<file path="src/rtl/fsm_1011.sv">
// Moore detector for the serial pattern "1011" with non-overlapping matches.
// y is a pure decode of the state register and is high for one cycle per match.
module fsm_1011 (
    input  logic clk,
    input  logic rst,
    input  logic din,
    output logic y
);

    typedef enum logic [2:0] {
        S0 = 3'd0,
        S1 = 3'd1,
        S2 = 3'd2,
        S3 = 3'd3,
        S4 = 3'd4
    } state_e;

    state_e state_q, state_d;

    always_ff @(posedge clk or posedge rst) begin
        if (rst) begin
            state_q <= S0;
        end else begin
            state_q <= state_d;
        end
    end

    always_comb begin
        state_d = S0;
        case (state_q)
            S0:      state_d = din ? S1 : S0;
            S1:      state_d = din ? S1 : S2;
            S2:      state_d = din ? S3 : S0;
            // "1010" keeps its trailing "10" as progress
            S3:      state_d = din ? S4 : S2;
            // After a match only the next bit may start a new pattern
            S4:      state_d = din ? S1 : S0;
            default: state_d = S0;
        endcase
    end

    always_comb begin
        y = (state_q == S4);
    end

endmodule

</file>
<file path="config.mk">
export PLATFORM = sky130hd
export DESIGN_NAME = fsm_1011
export DESIGN_NICKNAME = d
export VERILOG_FILES = /design/src/rtl/fsm_1011.sv
export SDC_FILE = /design/constraint.sdc
export NUM_CORES = 1
export LEC_CHECK = 0
export CORE_AREA = 2 2 39 41
export CTS_CLUSTER_DIAMETER = 150
export DETAILED_ROUTE_END_ITERATION = 8
export DIE_AREA = 0 0 41 43
export DONT_BUFFER_PORTS = 1
export PLACE_DENSITY = 0.3
export SYNTH_ARGS = -nofsm -noshare
export SYNTH_HDL_FRONTEND = slang
export SYNTH_SLANG_ARGS = --single-unit
</file>
<file path="constraint.sdc">
create_clock -name clk -period 0.8 [get_ports clk]
set_clock_uncertainty 0.05 [all_clocks]
set_input_delay 0.16 -clock clk [delete_from_list [all_inputs] [get_ports clk]]
set_output_delay 0.16 -clock clk [all_outputs]
set_load 0.005 [all_outputs]
</file>
==> metrics.md <==
| Metric | Value |
|---|---|
| Largest register FFs | `3` |
| Die Y | `43 µm` |
| Die footprint | `0.00176 mm²` |
| RSZ-0062 raised after global routing | `true` |
| Rows | `14` |
| Peak supply drop | `approximately 0.00086 V` |
| Setup ws final | `-0.250 ns` |
| Clock sinks | `3` |
| Clock transition at path regs | `0.04 ns` |
| Seq cells post-synth | `3` |
| Tightest Hold Check Type | `in2reg` |
| CTS Buf Count | `3` |
| Total Routed Length | `between 300 and 400 µm` |
| Final hold vios | `0` |
| Pwr/cell area | `2130 mW/mm²` |
| # diodes | `0` |
| Post-synth top area share | `56.6%` |
| Routability cong. | `0.599` |
| CTS tree | `built` |
| Fmax | `~950 MHz` |
| Fin crit period | `about 1.1 ns` |
| Synthesized instance count | `12` |
| CP startpoint kind | `flip-flop` |
| Mapped cell area | `133 µm²` |
| Clk_lat worst skew | `0.24 ns` |
| Nets@finish | `25` |
| CP Max Fanout | `2` |
| CP Class | `reg2out` |
| Multi-input logic area | `72.6 µm²` |
| Final instance area | `240 µm²` |
| Dominant cells by area after synthesis | `dfrtp_1 (57%), and4b_2 (8.5%), a21oi_1 (7.5%)` |
| Post-route clock period utilization | `131%` |
| Status | `finished, violations left` |
| Buf/Inv on CP | `0` |
| Initial antenna violation count | `0` |
| 1st-pass router iterations | `2` |
| Worst R2R Setup Slack | `-0.18 ns` |
| Synth unique cells | `9` |
| Via-to-Cell Ratio | `3.43` |
| DRC | `0` |
| WL met2 | `~140 µm` |
| CP arrival | `0.84 ns` |
| Dpl cell area | `158 µm²` |
| Share of layout cells above drive strength 1 | `47.6%` |
| Initial DRC Count | `1` |
| Largest net degree at the start of global routing | `6` |
| Seq/Total Area, Yosys | `56.6%` |
| Vias in the first global route | `approximately 150` |
| ANT nets after route | `0` |
| CP peak stage delay | `roughly 0.4 ns` |
| Core Area | `0.00138 mm²` |
| Congestion Overflow GR | `0` |
| H-Tree Depth | `1` |
| Biggest register | `state_q` |
| CP required | `approximately 0.59 ns` |
| Top Registers | `state_q (3)` |
| Post-DP HPWL | `between 200 and 250 µm` |
| Post-Route M1 WL | `around 150 µm` |
| Hold slack | `around 0.056 ns` |
| Clock buffer depth | `2` |
| Commonest cells after routing, fill and taps aside | `clkbuf_4 (3), buf_4 (3), dfrtp_1 (3), a21oi_2 (2), dlygate4sd3_1 (2)` |
| Pre-CTS WS | `-0.0760 ns` |
| Leak pwr | `0.104 nW` |
| Routed wl met3 | `39 µm` |
| Critical path capture point type | `output pin` |
| Final setup viols | `4` |
| Root buffer cell | `clkbuf_4` |
| Synth Warn # | `0` |
| Buffers added on ports | `0` |
| IO Pins | `4` |
| CP cell instances | `nor3b_4` |
| Starting density of the core | `under 10%` |
| Vias | `127` |
| Global-route wire length before repair | `621 µm` |
| Max cap viols | `0` |
| Slew Limit Fails | `0` |
| Top cell type by total area after synthesis | `dfrtp_1` |
| Max-slew headroom | `90.0%` |
| Area delta synth->final | `81.1%` |
| Worst Tran Pin Value | `0.150 ns` |
| Largest delay share family, worst path | `flip-flops` |
| DR top layer | `met4` |
| WL/cell | `9.30 µm` |
| Slowest cell on crit path | `dfrtp_1` |
| Failing checks | `setup timing` |
| Register area | `75.1 µm²` |
| Average size of a mapped cell | `about 11 µm²` |
| Fill cell count | `155` |
| Global Route Usage Sum | `6.24%` |
| Die Span X | `approximately 40 µm` |
| Post-Syn Nets | `15` |
final cells by class:
type / count / share of cell area (%)
clock buffer: 4 / 10.9
inverter: 1 / 1.56
multi-input combinational: 8 / 30.2
sequential: 3 / 31.3
tap: 16 / 8.33
timing repair buffer: 5 / 17.7
kinds of logic (layout without fill, tap and decap cells):
logic type / after synthesis / in the layout / share of synthesized area, %
and+or+nand+nor: 5 / 5 / 27.4
AOI/OAI and AO/OA: 3 / 3 / 13.2
DFF: 3 / 3 / 56.6
buffers and inverters: 1 / 10 / 2.83
through the flow:
stage / total power, W / TNS (ns) / util [%] / instances
final: 0.000512 / -0.693 / 17.4 / 37
after global routing: 0.000554 / -0.881 / 17.4 / 37
after CTS: 0.000527 / -0.744 / 17.4 / 37
after detailed placement: 0.000206 / -0.171 / 11.4 / 28
after global placement: 0.000203 / -0.0647 / 11.4 / 28
after floorplan: 0.000198 / 0 / - / 12
timing repair:
item / CTS / global route
setup endpoints to repair: 4 / 4
pin swaps: 2 / 1
gates resized for setup: 3 / 0
setup buffers: 3 / 0
hold buffers: 2 / 0
hold endpoints to repair: 4 / 0
Yosys cell counts, drive strengths merged:
cell    n
a21oi   2
and4b   1
dfrtp   3
inv     1
nand2b  1
nand3b  1
nor2    1
nor3b   1
o21a    1
metal layers:
layer	up-vias	GRT usage, %
met5	-	0
met4	0	6.00
met3	2	6.81
met2	6	6.88
met1	58	5.84
li1	61	-
power by group:
| part | internal [W] | switching, W |
|---|---|---|
| Sequential | 0.000164 | 0.0000114 |
| Clock | 0.000187 | 0.0000842 |
| Combinational | 0.0000378 | 0.0000268 |
| Total | 0.000389 | 0.000123 |
worst paths after layout:
check,to,start,cells after the start
max,y,state_q[0],1
min,state_q[1],din,2
max reg2reg,state_q[1],state_q[0],3
min reg2reg,state_q[1],state_q[2],2
max in group asynchronous,state_q[1],rst,2
min in group asynchronous,state_q[0],rst,2
Power figures use the tool's default switching activity.
